**src/rtl/fp_stream_accumulator.sv**
```systemverilog
// fp_stream_accumulator: streaming FP32 packet summer.
//   Packets arrive over a valid/ready stream delimited by in_last. Each
//   accepted beat is added to the running total (acc = acc + x, in arrival
//   order) through one combinational fp_adder_single_cycle. The total and the
//   saturating beat count are held on a registered valid/ready output.
// Ports:
//   clk, rst                     clock, synchronous active-high reset
//   in_valid/in_ready/in_data/in_last   operand stream
//   out_valid/out_ready/out_sum/out_count result stream
//   busy                         packet in progress (ACC or HOLD)
// Optional feature: define FP_ACC_NAN_STICKY_EN to force the canonical quiet
//   NaN (32'h7FC00000) as the result of any packet that contained an
//   exponent-255 (Inf/NaN) beat.

// Combinational FP32 adder: round-to-nearest-even, gradual underflow,
// overflow to Inf, canonical quiet NaN for invalid operations.
module fp_adder_single_cycle (
  input  logic [31:0] a,
  input  logic [31:0] b,
  output logic [31:0] sum
);
  logic        a_nan, b_nan, a_inf, b_inf;
  logic [31:0] x, y;            // x has the larger magnitude
  logic [7:0]  ex, ey, d;
  logic [26:0] mx, my, my_sh;   // 24-bit significand + guard/round/sticky
  logic        stk;
  logic [27:0] s;
  logic [26:0] n;
  logic [4:0]  pos;
  logic [9:0]  e, lz, lim, sh;
  logic        up;
  logic [24:0] m;
  logic [9:0]  expf;

  assign a_nan = (&a[30:23]) & (|a[22:0]);
  assign b_nan = (&b[30:23]) & (|b[22:0]);
  assign a_inf = (&a[30:23]) & ~(|a[22:0]);
  assign b_inf = (&b[30:23]) & ~(|b[22:0]);

  always_comb begin
    x = a;
    y = b;
    if (b[30:0] > a[30:0]) begin
      x = b;
      y = a;
    end
    // denormals use exponent 1 with no hidden bit
    ex = (x[30:23] == 8'd0) ? 8'd1 : x[30:23];
    ey = (y[30:23] == 8'd0) ? 8'd1 : y[30:23];
    mx = {(x[30:23] != 8'd0), x[22:0], 3'b000};
    my = {(y[30:23] != 8'd0), y[22:0], 3'b000};
    d  = ex - ey;
    if (d >= 8'd27) begin
      my_sh = 27'd0;
      stk   = |my;
    end else begin
      my_sh = my >> d;
      stk   = |(my & ((27'd1 << d) - 27'd1));
    end
    my_sh = my_sh | {26'd0, stk};

    if (x[31] ^ y[31]) s = {1'b0, mx} - {1'b0, my_sh};
    else               s = {1'b0, mx} + {1'b0, my_sh};

    e   = {2'b00, ex};
    pos = 5'd0;
    for (int i = 0; i < 27; i++)
      if (s[i]) pos = i[4:0];
    lz  = 10'd26 - {5'd0, pos};
    lim = e - 10'd1;
    sh  = (lz < lim) ? lz : lim;
    if (s[27]) begin
      n = {s[27:2], s[1] | s[0]};
      e = e + 10'd1;
    end else begin
      // left shift stops at the denormal boundary
      n = s[26:0] << sh;
      e = e - sh;
    end

    up = n[2] & (n[1] | n[0] | n[3]);
    m  = {1'b0, n[26:3]} + {24'd0, up};
    if (m[24]) begin
      m = m >> 1;
      e = e + 10'd1;
    end
    // a denormal that rounds up into bit 23 becomes the smallest normal
    expf = m[23] ? e : 10'd0;

    if (e >= 10'd255) sum = {x[31], 8'hFF, 23'd0};
    else              sum = {x[31], expf[7:0], m[22:0]};
    if (s == 28'd0)   sum = {x[31] & y[31], 31'd0};

    if (a_nan | b_nan | (a_inf & b_inf & (a[31] ^ b[31]))) sum = 32'h7FC00000;
    else if (a_inf) sum = a;
    else if (b_inf) sum = b;
  end
endmodule

module fp_stream_accumulator #(
  parameter int CNT_W = 8
) (
  input  logic             clk,
  input  logic             rst,
  input  logic             in_valid,
  output logic             in_ready,
  input  logic [31:0]      in_data,
  input  logic             in_last,
  output logic             out_valid,
  input  logic             out_ready,
  output logic [31:0]      out_sum,
  output logic [CNT_W-1:0] out_count,
  output logic             busy
);
  typedef enum logic [1:0] {IDLE, ACC, HOLD} state_t;

  state_t           state_q, state_d;
  logic [31:0]      acc_q, acc_d;
  logic [CNT_W-1:0] cnt_q, cnt_d, cnt_inc;
  logic [31:0]      out_sum_q, out_sum_d;
  logic [CNT_W-1:0] out_count_q, out_count_d;
  logic [31:0]      add_sum;
  logic [31:0]      res_sum;
  logic             beat;

  fp_adder_single_cycle u_add (
    .a   (acc_q),
    .b   (in_data),
    .sum (add_sum)
  );

  assign in_ready  = (state_q != HOLD);
  assign out_valid = (state_q == HOLD);
  assign busy      = (state_q != IDLE);
  assign out_sum   = out_sum_q;
  assign out_count = out_count_q;
  assign beat      = in_valid & in_ready;
  assign cnt_inc   = (&cnt_q) ? cnt_q : cnt_q + 1'b1;

`ifdef FP_ACC_NAN_STICKY_EN
  logic flag_q, flag_d;
  logic beat_special;
  assign beat_special = &in_data[30:23];
  // the closing beat can itself be the special one, so fold it in here
  assign res_sum = (flag_q | beat_special) ? 32'h7FC00000 : add_sum;
  always_comb begin
    flag_d = flag_q;
    if (beat && beat_special) flag_d = 1'b1;
    if (state_q == HOLD && out_ready) flag_d = 1'b0;
  end
  always_ff @(posedge clk) begin
    if (rst) flag_q <= 1'b0;
    else     flag_q <= flag_d;
  end
`else
  assign res_sum = add_sum;
`endif

  always_comb begin
    state_d     = state_q;
    acc_d       = acc_q;
    cnt_d       = cnt_q;
    out_sum_d   = out_sum_q;
    out_count_d = out_count_q;
    case (state_q)
      IDLE, ACC: begin
        if (beat) begin
          acc_d = add_sum;
          cnt_d = cnt_inc;
          if (in_last) begin
            state_d     = HOLD;
            out_sum_d   = res_sum;
            out_count_d = cnt_inc;
          end else begin
            state_d = ACC;
          end
        end
      end
      HOLD: begin
        if (out_ready) begin
          state_d = IDLE;
          acc_d   = 32'd0;
          cnt_d   = '0;
        end
      end
      default: state_d = IDLE;
    endcase
  end

  always_ff @(posedge clk) begin
    if (rst) begin
      state_q     <= IDLE;
      acc_q       <= 32'd0;
      cnt_q       <= '0;
      out_sum_q   <= 32'd0;
      out_count_q <= '0;
    end else begin
      state_q     <= state_d;
      acc_q       <= acc_d;
      cnt_q       <= cnt_d;
      out_sum_q   <= out_sum_d;
      out_count_q <= out_count_d;
    end
  end
endmodule

```
**config.mk**
```make
export PLATFORM = sky130hd
export DESIGN_NAME = fp_stream_accumulator
export DESIGN_NICKNAME = d
export VERILOG_FILES = /design/src/rtl/fp_stream_accumulator.sv
export SDC_FILE = /design/constraint.sdc
export NUM_CORES = 1
export LEC_CHECK = 0
export CAP_MARGIN = 20
export CORE_UTILIZATION = 45
export CTS_CLUSTER_DIAMETER = 40
export DETAILED_ROUTE_END_ITERATION = 8
export PLACE_DENSITY = 0.6
export SYNTH_ARGS = -nofsm -noshare
export SYNTH_HDL_FRONTEND = slang
export SYNTH_SLANG_ARGS = --single-unit
```
**constraint.sdc**
```tcl
create_clock -name clk -period 28.3 [get_ports clk]
set_clock_uncertainty 0.1 [all_clocks]
set_input_delay 5.66 -clock clk [delete_from_list [all_inputs] [get_ports clk]]
set_output_delay 5.66 -clock clk [all_outputs]
set_load 0.02 [all_outputs]
```
Word-level counts from Yosys, hierarchy flattened

Index checks and enable logic that the tools add are counted.

Mux-type cells: 55
Bitwise logic cells: 20
Shift-type cells: 3
Reduce and logical (&&, ||, !) cells: 19
Add/subtract/negate cells: 11
Eq/ne operators: 5
Order comparisons: 4

Operator list:

| kind                                                                  | number |
|---|---|
| 32-bit two-way mux                                                    | 8 |
| 32-bit case mux with 2 select lines                                   | 1 |
| 5-bit two-way mux                                                     | 11 |
| 27-bit two-way mux                                                    | 2 |
| 8-bit two-way mux                                                     | 6 |
| 23-bit OR reduction                                                   | 2 |
| 4-bit two-way mux                                                     | 8 |
| 31-bit > comparator                                                   | 1 |
| 31-bit two-way mux                                                    | 1 |
| 10-bit two-way mux                                                    | 3 |
| 27-bit by 27-bit adder with 28-bit output                             | 1 |
| 28-bit zero test                                                      | 1 |
| 28-bit two-way mux                                                    | 1 |
| 27-bit by 27-bit subtractor with 28-bit output                        | 1 |
| 27-bit AND                                                            | 1 |
| 27-bit by 1-bit OR with 27-bit output                                 | 1 |
| 27-bit OR reduction                                                   | 1 |
| 1-bit by 8-bit << shifter with 27-bit output (first input constant)   | 1 |
| 27-bit by 10-bit << shifter with 27-bit output                        | 1 |
| 27-bit by 8-bit >> shifter with 27-bit output                         | 1 |
| 27-bit by 1-bit subtractor with 27-bit output (second input constant) | 1 |
| 24-bit by 1-bit adder with 25-bit output                              | 1 |
| 24-bit two-way mux                                                    | 1 |
| 8-bit AND reduction                                                   | 3 |
| 31 further kinds                                                      | 58 |

Input port bits: 37
Output and inout port bits: 43
Register bits: 82

Logic depth before layout (Yosys ltp)

Gate-level depths: netlist of the first run.

Depth after elaboration: 57
Mapped depth: 92
Mapped depth without buffers: 81

By module

A second synthesis of the first run with hierarchy kept.

Cell total of the unflattened synthesis: 2,606
Area, all modules: 17,530.6 sq um

Modules (own cells, without submodules):

| module                | instances | area an instance (sq um) | cells an instance | seq. area each (sq um) |
|---|---|---|---|---|
| fp_adder_single_cycle | 1         | 14,443.9                 | 2,253             | 0.0 |
| fp_stream_accumulator | 1         | 3,086.7                  | 353               | 1,641.6 |

Worst setup path before layout of the first run

Ideal clock, no wire load.

Kind: input to register
Start point: in in_data[30]
End point: reg out_sum_q[11], in the netlist out_sum[11]
Path slack: 5.915 ns
Stages on the path: 81
Arrival time: 22.167 ns
Data required time: 28.083 ns
Buffers on the path: 11
Cells stage by stage: ha_1 -> nand4_1 -> nor4_1 -> and3_1 -> a21oi_1 -> nor2_1 -> clkbuf_1 -> buf_2 -> buf_2 -> clkbuf_1 -> clkbuf_1 -> mux2i_1 -> ha_1 -> clkbuf_1 -> a21oi_1 -> nor2_1 -> a221o_1 -> a21o_1 -> [45 not listed] -> a21oi_4 -> clkbuf_1 -> clkbuf_1 -> fa_1 -> inv_1 -> a21o_1 -> a21oi_1 -> o21ba_2 -> o31a_1 -> a211o_1 -> o21ai_1 -> nand2_1 -> or4_1 -> o31ai_1 -> and2_1 -> a21oi_2 -> buf_2 -> a32o_1

Cells in the longest elaborated chain, start to end: 55
Elaborated cells on any way between the ends: 81

Ends and longest elaborated chain:

| item                                                          | line   | text |
|---|---|---|
| from (decl)                                                   | 107    | `input logic [31:0] in_data,` |
| 31-bit > comparator                                           | 43     | `if (b[30:0] > a[30:0]) begin` |
| 32-bit two-way mux                                            | 43     |  |
| 8-bit zero test (on tied branches)                            | 48, 49 |  |
| 8-bit two-way mux (on tied branches)                          | 48, 49 |  |
| 8-bit subtractor                                              | 52     | `d = ex - ey;` |
| 1-bit by 8-bit << shifter with 27-bit output                  | 58     | `stk = \|(my & ((27'd1 << d) - 27'd1));` |
| 27-bit by 1-bit subtractor with 27-bit output                 | 58     |  |
| 27-bit AND                                                    | 58     |  |
| [39 not listed]                                               | n/a    |  |
| 24-bit by 1-bit adder with 25-bit output                      | 82     | `m = {1'b0, n[26:3]} + {24'd0, up};` |
| 10-bit two-way mux                                            | 83     | `if (m[24]) begin` |
| 10-bit by 8-bit greater-or-equal comparator with 1-bit output | 90     | `if (e >= 10'd255) sum = {x[31], 8'hFF, 23'd0};` |
| 31-bit two-way mux                                            | 90     |  |
| 32-bit two-way mux                                            | 92     | `if (s == 28'd0) sum = {x[31] & y[31], 31'd0};` |
| 32-bit two-way mux                                            | 96     | `else if (b_inf) sum = b;` |
| 32-bit two-way mux                                            | 95     | `else if (a_inf) sum = a;` |
| 32-bit two-way mux (*)                                        | 94     | `if (a_nan \| b_nan \| (a_inf & b_inf & (a[31] ^ b[31]))) sum = 32'h7FC00000;` |
| to (signal assigned)                                          | 201    | `out_sum_q <= out_sum_d;` |
| to (decl)                                                     | 120    | `logic [31:0] out_sum_q, out_sum_d;` |

Mark *: on every way between the ends. The rest lies on a longest branch, timed or not.
A chain may end at the register's enable or synchronous reset.

Worst setup path in the final report of the first run

Start point: in in_data[30]
End point: reg out_sum_q[24], in the netlist out_sum[24]

Cells in the longest elaborated chain, start to end: 55
Elaborated cells on any way between the ends: 82

Ends and longest elaborated chain:

| item                                                                                               | line |
|---|---|
| 31-bit > comparator                                                                                | 43 |
| 32-bit two-way mux                                                                                 | 43 |
| 8-bit zero test (on tied branches)                                                                 | 48, 49 |
| 8-bit two-way mux (on tied branches)                                                               | 48, 49 |
| 8-bit subtractor                                                                                   | 52 |
| 1-bit by 8-bit << shifter with 27-bit output                                                       | 58 |
| 27-bit by 1-bit subtractor with 27-bit output                                                      | 58 |
| 27-bit AND                                                                                         | 58 |
| [39 not listed]                                                                                    | n/a |
| 24-bit by 1-bit adder with 25-bit output                                                           | 82 |
| 10-bit two-way mux or 24-bit two-way mux (tied branches)                                           | 83 |
| 10-bit by 8-bit greater-or-equal comparator with 1-bit output or 8-bit two-way mux (tied branches) | 90, 88 |
| 31-bit two-way mux                                                                                 | 90 |
| 32-bit two-way mux                                                                                 | 92 |
| 32-bit two-way mux                                                                                 | 96 |
| 32-bit two-way mux                                                                                 | 95 |
| 32-bit two-way mux (*)                                                                             | 94 |

Marked as above.

==> run summary, run 1 <==
The run finished with clean final reports. The largest individual stage delay along the critical path comes from the cell sky130_fd_sc_hd__o21ai_1. The maximum number of buffers from clock root to sink is 2. In this run the count of I/O pins placed on the die edge is 80.

The number of buffers added for setup after CTS is 0. The site row count came out at 69. The first global-routing pass estimated 113.8 mm of wire.

The worst setup path is launched from an input port. The number of inserted diodes is 0. The most numerous cell type found on the critical path is sky130_fd_sc_hd__a21oi_1. The delay contributed by the slowest stage of the critical path is 0.80 ns. The yosys synthesis warning count is 0. The worst register-to-register path has a setup slack of 6.98 ns. The global routing met1 resource utilization is 0.5166.

The length in cells of the worst reg-to-reg path came out at 73. The floorplan die width is 193.8 µm. The most area-hungry cell type in the Yosys netlist is sky130_fd_sc_hd__dfxtp_1. The initial detailed-routing violation count is 2693.

Counting instances, the worst hold path has a depth of 2. Gates resized during post-CTS repair numbered 0. The count of cell types in the netlist came out at 120. Ranked by instance count, the synthesized netlist is headed by sky130_fd_sc_hd__nand2_1 (310), sky130_fd_sc_hd__nor2_1 (252), sky130_fd_sc_hd__a21oi_1 (187), sky130_fd_sc_hd__o21ai_0 (143), sky130_fd_sc_hd__inv_1 (128). The die is 193.8 µm tall. The maximum frequency from static timing analysis is 0.03757 GHz. The number of buffers added by the clock tree synthesis step came out at 9. The number of standard cells in the layout, taps in and fillers out came out at 2900. The number of vias after detailed routing is 20350. Of the cells placed in the final design, the portion with a size suffix greater than 1 is 0.07462.

The clock transition at the register clock pins on the worst setup and hold paths after CTS came out at 0.07 ns. The pre-antenna-repair detailed-routing pass consisted of 6 iterations. Input and output buffers added on the ports amount to 79. The final estimated routing congestion in global placement came out at 1.113. The launch point of the worst reg-to-reg path is acc_q[30]. The largest net degree at the start of global routing is 80. Clock latency on the worst-skew pair, taken at its later pin, is 0.34 ns. By area the synthesized netlist is led by sky130_fd_sc_hd__dfxtp_1 (9.9%), sky130_fd_sc_hd__ha_1 (8.2%), sky130_fd_sc_hd__nand2_1 (7.0%). The clock tree from TritonCTS is yes. The number of max-capacitance violations reported came out at 0. The detail route stage leaves a number of antenna-violating nets equal to 0. The core box area is 35910 µm².

Final hold analysis gives a worst-case slack of 0.3511 ns. In the final design database the tool counted 2583 nets. Relative to the synthesized area, the layout overhead comes to 8.560%. The initial utilization of the core area, before any placement, comes to 0.4607. The initial antenna violation count is 1.

The met2 capacity usage during global routing is 0.6022. For this run, the total global-route usage over all layers was measured as 0.3854. The critical path in this run is classified as input port to flip-flop. The sum of negative setup slack came out at 0 ns.

The routed wire length came out at 75.48 mm. The highest fanout seen on the critical path is 22. After detailed routing, the number of remaining DRC violations is 0. The count of final hold-check violations is 0.

The signal arrival time at the worst endpoint is 26.68 ns. The final critical delay including setup and external delays is 26.61 ns. Counting flops with a built-in enable in the synthesized netlist gives 0. For this run, the share of the core covered by cells in the final layout is 0.5002. Setup repair after global routing left no endpoint under its margin. STA classifies the critical path endpoint as a flip-flop. STA puts the critical path data required time at 28.36 ns. The end point of the worst hold path is out_count[0]. Counting every instance in the synthesized netlist gives 2447.

The root buffer cell chosen for the clock tree is sky130_fd_sc_hd__clkbuf_16. The fraction of registers with async set or reset after synthesis is 0. The die covers 37540 µm².

The number of synthesized register bits came out at 82. In the post-synthesis netlist, the cell with the most instances is sky130_fd_sc_hd__nand2_1. The critical register-to-register path endpoint is out_sum[24]. The number of global-route vias before repair is 18500. The count of final max-slew check failures came out at 0.

The relative slew slack came out at 0.2022. The fraction of post-synthesis cell area in the top cell type by area is 0.09921. The average via count per standard cell came out at 7.016.

The clock tree synthesis step divided the H-tree into 3 levels. The post-synthesis area per instance is 6.762 µm². The synthesized area is 16550 µm².

The worst hold path begins at out_count[0]. met2 is the most crowded layer. The met3 track demand over resource in global routing came out at 0.06001. The number of failing setup endpoints in the final timing report is 0.

The clock sink count is 82. The aggregate global routing overflow is 0. The share of synthesized area occupied by flip-flops and latches came out at 0.09921. The tightest min-delay check is of the flip-flop to flip-flop type. The pin slew with the least headroom to its limit is 1.190 ns. For this run, the leading register cell type out of synthesis is sky130_fd_sc_hd__dfxtp_1. The post-placement cell count is 2884. The number of hold buffers added after cts came out at 0. The detailed-route wire length per cell came out at 26.03 µm. The fraction of the cycle the final worst path needs is 0.9405.

The wire-length estimate of the detail-placed layout is 59.52 mm.
state kept, by name, indices dropped and copies added (netlist names):
name	flops
acc_q	32
cnt_q	8
state_q	2
out_count	8
out_sum	32
logic make-up after synthesis:
| family | share of synthesized area |
|---|---|
| AO/OA/AOI/OAI | 0.3633 |
| AND/OR/NAND/NOR | 0.2777 |
| buffers and inverters | 0.06654 |
| other | 0.0002266 |
| multiplexers | 0.06578 |
| flip-flops | 0.09921 |
| adder cells (fa/ha/maj) | 0.08605 |
| XOR/XNOR | 0.04121 |
layout by cell type, fill, tap and decap left out, types with 22 or more instances in the layout:
cell type                         netlist  routed
sky130_fd_sc_hd__o221ai_1              26      26
sky130_fd_sc_hd__a31oi_1               45      45
sky130_fd_sc_hd__nor4_1                23      23
sky130_fd_sc_hd__mux2i_1               57      57
sky130_fd_sc_hd__nand2_1              310     309
sky130_fd_sc_hd__o22ai_1               23      23
sky130_fd_sc_hd__nand4_1               30      30
sky130_fd_sc_hd__inv_1                128     128
sky130_fd_sc_hd__xor2_1                25      25
sky130_fd_sc_hd__nand3_1               82      82
sky130_fd_sc_hd__a211oi_1              33      33
sky130_fd_sc_hd__xnor2_1               51      50
sky130_fd_sc_hd__o31ai_1               35      35
sky130_fd_sc_hd__clkdlybuf4s50_1        0      79
sky130_fd_sc_hd__o21ai_0              143     143
sky130_fd_sc_hd__a21o_1                29      29
sky130_fd_sc_hd__buf_4                  3      35
sky130_fd_sc_hd__o21ai_1               25      24
sky130_fd_sc_hd__o211ai_1              34      34
sky130_fd_sc_hd__a21oi_1              187     186
sky130_fd_sc_hd__nor3_1                71      70
sky130_fd_sc_hd__and3_1                22      22
sky130_fd_sc_hd__dfxtp_1               82      82
sky130_fd_sc_hd__nor2_1               252     250
sky130_fd_sc_hd__ha_1                 109     107
sky130_fd_sc_hd__nand2b_1              33      33
worst max-delay path by stage:
stage / slack (ns) / endpoint / depth (start not counted) / startpoint
6_report: 1.69 / out_sum[24] / 73 / in_data[30]
5_1_grt: 0.33 / out_sum[24] / 73 / in_data[30]
4_1_cts: 2.31 / out_sum[24] / 73 / in_data[30]
3_5_place_dp: 2.05 / out_sum[12] / 73 / in_data[30]
3_3_place_gp: 2.29 / out_sum[11] / 73 / in_data[30]
2_1_floorplan: 5.92 / out_sum[11] / 81 / in_data[30]
worst max-delay path, delay by kind of cell:
kind / cells / cell delay (ns)
AO/OA/AOI/OAI: 36 / 11.06
XOR/XNOR: 2 / 1.06
adder cells (fa/ha/maj): 6 / 1.83
buffers and inverters: 5 / 1.14
multiplexers: 1 / 0.61
AND/OR/NAND/NOR: 23 / 5.27
per-layer routing:
layer | part of all wire | wire [µm] | up-vias
met5 | 0.00012 | 9 | -
met3 | 0.097 | 7315 | 241
met2 | 0.43 | 32640 | 1315
met4 | 0.054 | 4089 | 2
li1 | - | - | 9156
met1 | 0.42 | 31420 | 9633
layout make-up:
class / instances / area, µm²
well taps: 461 / 576.8
clock inverters: 7 / 75.07
flip-flops and latches: 82 / 1642
repair buffers: 115 / 1059
clock buffers: 9 / 225.2
fillers: 3679 / 17950
multi-input cells: 2092 / 13880
inverters: 134 / 503.0
stage by stage:
| stage | setup slack (ns) | area (µm²) |
|---|---|---|
| 2_1_floorplan | 5.915 | 16560 |
| 6_report | 1.685 | 17960 |
| 3_3_place_gp | 2.289 | 17660 |
| 5_1_grt | 0.3340 | 17960 |
| 3_5_place_dp | 2.045 | 17660 |
| 4_1_cts | 2.311 | 17960 |
Power of run 1 is not shown: default switching activity piles up to over one toggle a cycle in this logic, so the estimate is an artifact.
==> inputs of run 2 (changes only) <==
--- a/config.mk
+++ b/config.mk
@@ -5,11 +5,12 @@
 export SDC_FILE = /design/constraint.sdc
 export NUM_CORES = 1
 export LEC_CHECK = 0
+export ABC_AREA = 1
 export CAP_MARGIN = 20
 export CORE_UTILIZATION = 45
 export CTS_CLUSTER_DIAMETER = 40
 export DETAILED_ROUTE_END_ITERATION = 8
-export PLACE_DENSITY = 0.6
+export PLACE_DENSITY = 0.61
 export SYNTH_ARGS = -nofsm -noshare
 export SYNTH_HDL_FRONTEND = slang
 export SYNTH_SLANG_ARGS = --single-unit
==> run summary, run 2 <==
The count of H-tree levels built during CTS came out at 3 (unchanged). The synthesized-area fraction occupied by adder cells came out at 0.09615 (+0.01010). The maximum frequency from static timing analysis came out at 0.04294 GHz (+14%). The area share of and/or/nand/nor cells after synthesis is 0.4577 (+0.1799).

The number of hold buffers added after cts is 0 (unchanged). The number of optimization iterations in the first detailed-route pass came out at 6 (unchanged). The aggregate global routing overflow is 0 (unchanged). The site row count came out at 66 (-4.3%). The fraction of the cycle the final worst path needs came out at 0.8229 (-0.1175). The initial antenna violation count came out at 1 (unchanged). The cell type with the highest occurrence count on the critical path is sky130_fd_sc_hd__nand2_1. The number of enable flip-flop cells after synthesis is 0 (unchanged). The flow ran to the end, and the final reports show no timing, DRC or antenna violations. The top cell types in the final layout, fill and taps aside, are sky130_fd_sc_hd__nand2_1 (891), sky130_fd_sc_hd__inv_1 (324), sky130_fd_sc_hd__nand3_1 (309). The relative slew slack is 0.1955 (-0.006627). After synthesis, the cell types taking the most area are sky130_fd_sc_hd__nand2_1 (23%), sky130_fd_sc_hd__dfxtp_1 (11%), sky130_fd_sc_hd__nand3_1 (10%).

The share of synthesized area occupied by flip-flops and latches is 0.1108 (+0.01164). The signal arrival time at the worst endpoint came out at 23.38 ns (-3.30 ns). The maximum number of buffers from clock root to sink is 2 (unchanged). The number of input and output port buffers inserted came out at 79 (unchanged). The count of final hold-check violations is 0 (unchanged).

The number of synthesized register bits is 82 (unchanged). The aggregate global-route resource usage is 0.3427 (-0.04276). The initial detailed-routing violation count came out at 1628 (-40%). The number of buffers added for setup after CTS is 0 (unchanged). The DRC violation count after routing was 0 (unchanged). The delay contributed by the slowest stage of the critical path is 0.76 ns (-0.04 ns). The number of fill cells in the layout came out at 3631 (-1.3%). The root buffer cell chosen for the clock tree is sky130_fd_sc_hd__clkbuf_16. The most common cell in the synthesized netlist is sky130_fd_sc_hd__nand2_1. The commonest cells after synthesis are sky130_fd_sc_hd__nand2_1 (891), sky130_fd_sc_hd__inv_1 (324), sky130_fd_sc_hd__nand3_1 (309), sky130_fd_sc_hd__nor2_1 (189), sky130_fd_sc_hd__a21oi_1 (161). The highest fanout seen on the critical path came to 112 (+410%). The post-synthesis instance total is 2720 (+11%). The post-cts sizing count is 0 (unchanged). The average via count per standard cell is 5.658 (-19%). The layout-stage area growth over the synthesis result came out at 8.533% (about the same). The final critical delay including setup and external delays came out at 23.29 ns (-3.326 ns). The routed wire length is 59.18 mm (-22%).

The fraction of post-synthesis cell area in the top cell type by area came out at 0.2258 (+0.1266). The detailed-route wire length per cell is 18.68 µm (-28%). The class of the tightest hold or removal check is flip-flop to flip-flop. The number of global-route vias before repair is 16090 (-13%). The class of the most critical setup path is input port to flip-flop.

The xor/xnor cell area share of the yosys netlist came to 0.03895 (-0.002261). The count of final max-slew check failures is 0 (unchanged). The die height is 183.4 µm (-5.3%). The number of vias after detailed routing is 17930 (-12%). The initial cell density of the core is 0.4563 (-0.004418). The half-perimeter wire length after detailed placement is 48.08 mm (-19%). The worst path required time is 28.39 ns (+0.03 ns). The clock sink count came to 82 (unchanged). The floorplan die width was 183.4 µm (-5.3%). The number of failing setup endpoints in the final timing report came out at 0 (unchanged). The library cell used most frequently in the layout, excluding fill and tap cells, is sky130_fd_sc_hd__nand2_1. The final estimated routing congestion in global placement is 1.006 (-9.6%). The global-route wire length before repair came out at 90.33 mm (-21%). On the critical path, the stage with the largest delay is an instance of sky130_fd_sc_hd__nand2_4.

The utilization of the core after routing came out at 0.4953 (-0.004916). The most area-hungry cell type in the Yosys netlist is sky130_fd_sc_hd__nand2_1. The synthesized area came out at 14810 µm² (-11%). Setup repair after global routing left no endpoint under its margin. The floorplan die area is 33640 µm² (-10%). The number of buffers added by the clock tree synthesis step is 9 (unchanged). The largest net degree at the start of global routing came to 113 (+41%).

The number of top-level pins came out at 80 (unchanged). The number of max-capacitance violations reported is 0 (unchanged). The count of nets after finishing came out at 2871 (+11%). The most used flip-flop cell after synthesis is sky130_fd_sc_hd__dfxtp_1. The yosys synthesis warning count is 0 (unchanged). The sum of negative setup slack is 0 ns (unchanged). The critical path capture point type is a flip-flop. The post-synthesis area per instance came out at 5.445 µm² (-19%). The share of the synthesized area in compound gates (AO/OA/AOI/OAI) came to 0.1715 (-0.1917). The insertion delay to the later sink of the worst-skew pair came out at 0.33 ns (about the same). The clock transition at the register clock pins on the worst setup and hold paths after CTS is 0.05 ns (-0.02 ns). STA classifies the critical path startpoint as an input port. The core box area came out at 32450 µm² (-9.6%). The number of inserted diodes came out at 0 (unchanged).

After synthesis, the largest family of logic cells by area is simple AND/OR/NAND/NOR gates. The fraction of layout cells with a size suffix above 1 came out at 0.05136 (-0.02326). The pin slew with the least headroom to its limit came to 1.194 ns (+0.004498 ns). The count of nets left with antenna violations after detail routing was 0 (unchanged). The count of cell types in the netlist was 60 (-50%). The mux contribution to synthesized area came out at 0.0007604 (-0.06502).

The fraction of registers with async set or reset after synthesis is 0 (unchanged). TritonCTS built the clock tree.
## run 2: path summary, 6_finish.rpt
| path | from | to | slack (ns) | depth (start not counted) |
|---|---|---|---|---|
| max reg2reg | acc_q[30] | out_sum[19] | 10.28 | 87 |
| min | out_sum[11] | out_sum[11] | 0.38 | 2 |
| min reg2reg | out_sum[11] | out_sum[11] | 0.38 | 2 |
| max | in_data[30] | out_sum[19] | 5.01 | 87 |
## run 2: cell families after synthesis
| family | Yosys count |
|---|---|
| and+or+nand+nor | 1556 |
| adders and majority gates | 112 |
| other | 1 |
| DFF | 82 |
| AOI/OAI and AO/OA | 448 |
| buffers and inverters | 455 |
| muxes | 1 |
| xor gates and xnor gates | 65 |
## run 2: area by class of cell
type                       instances  area [µm²]  share of cell area
clock inverter                     3       40.04            0.002491
tap                              442       553.0             0.03441
timing repair buffer              94       923.4             0.05745
inverter                         349        1318             0.08197
clock buffer                      12       246.5             0.01534
multi-input combinational       2186       11350              0.7062
sequential                        82        1642              0.1021
## run 2: routing by layer
metal  share of wire  GRT usage  vias up
met2            0.44     0.5542      749
met4           0.031     0.1013        2
met5         0.00020          0        -
met1            0.46     0.4761     8220
met3           0.071    0.03665       99
li1                -          -     8856
## run 2: per-stage QoR
step	worst slack [ns]	instances	hold WS (ns)	instance area, µm²
finish	5.011	3168	0.3826	16070
global route	3.380	3168	0.4107	16070
CTS	5.505	3167	0.3859	16050
detailed placement	5.192	3152	0.3752	15760
global placement	5.383	3152	0.3583	15760
floorplan	10.20	2723	0.3583	14820
## run 2: worst max-delay path, delay by kind of cell
family                   cells  cell delay, ns
AO/OA/AOI/OAI               20            4.37
XOR/XNOR                     1            0.42
buffers and inverters        8            2.11
AND/OR/NAND/NOR             51            8.74
adder cells (fa/ha/maj)      7            2.01
Power of run 2 is left out for the same reason.
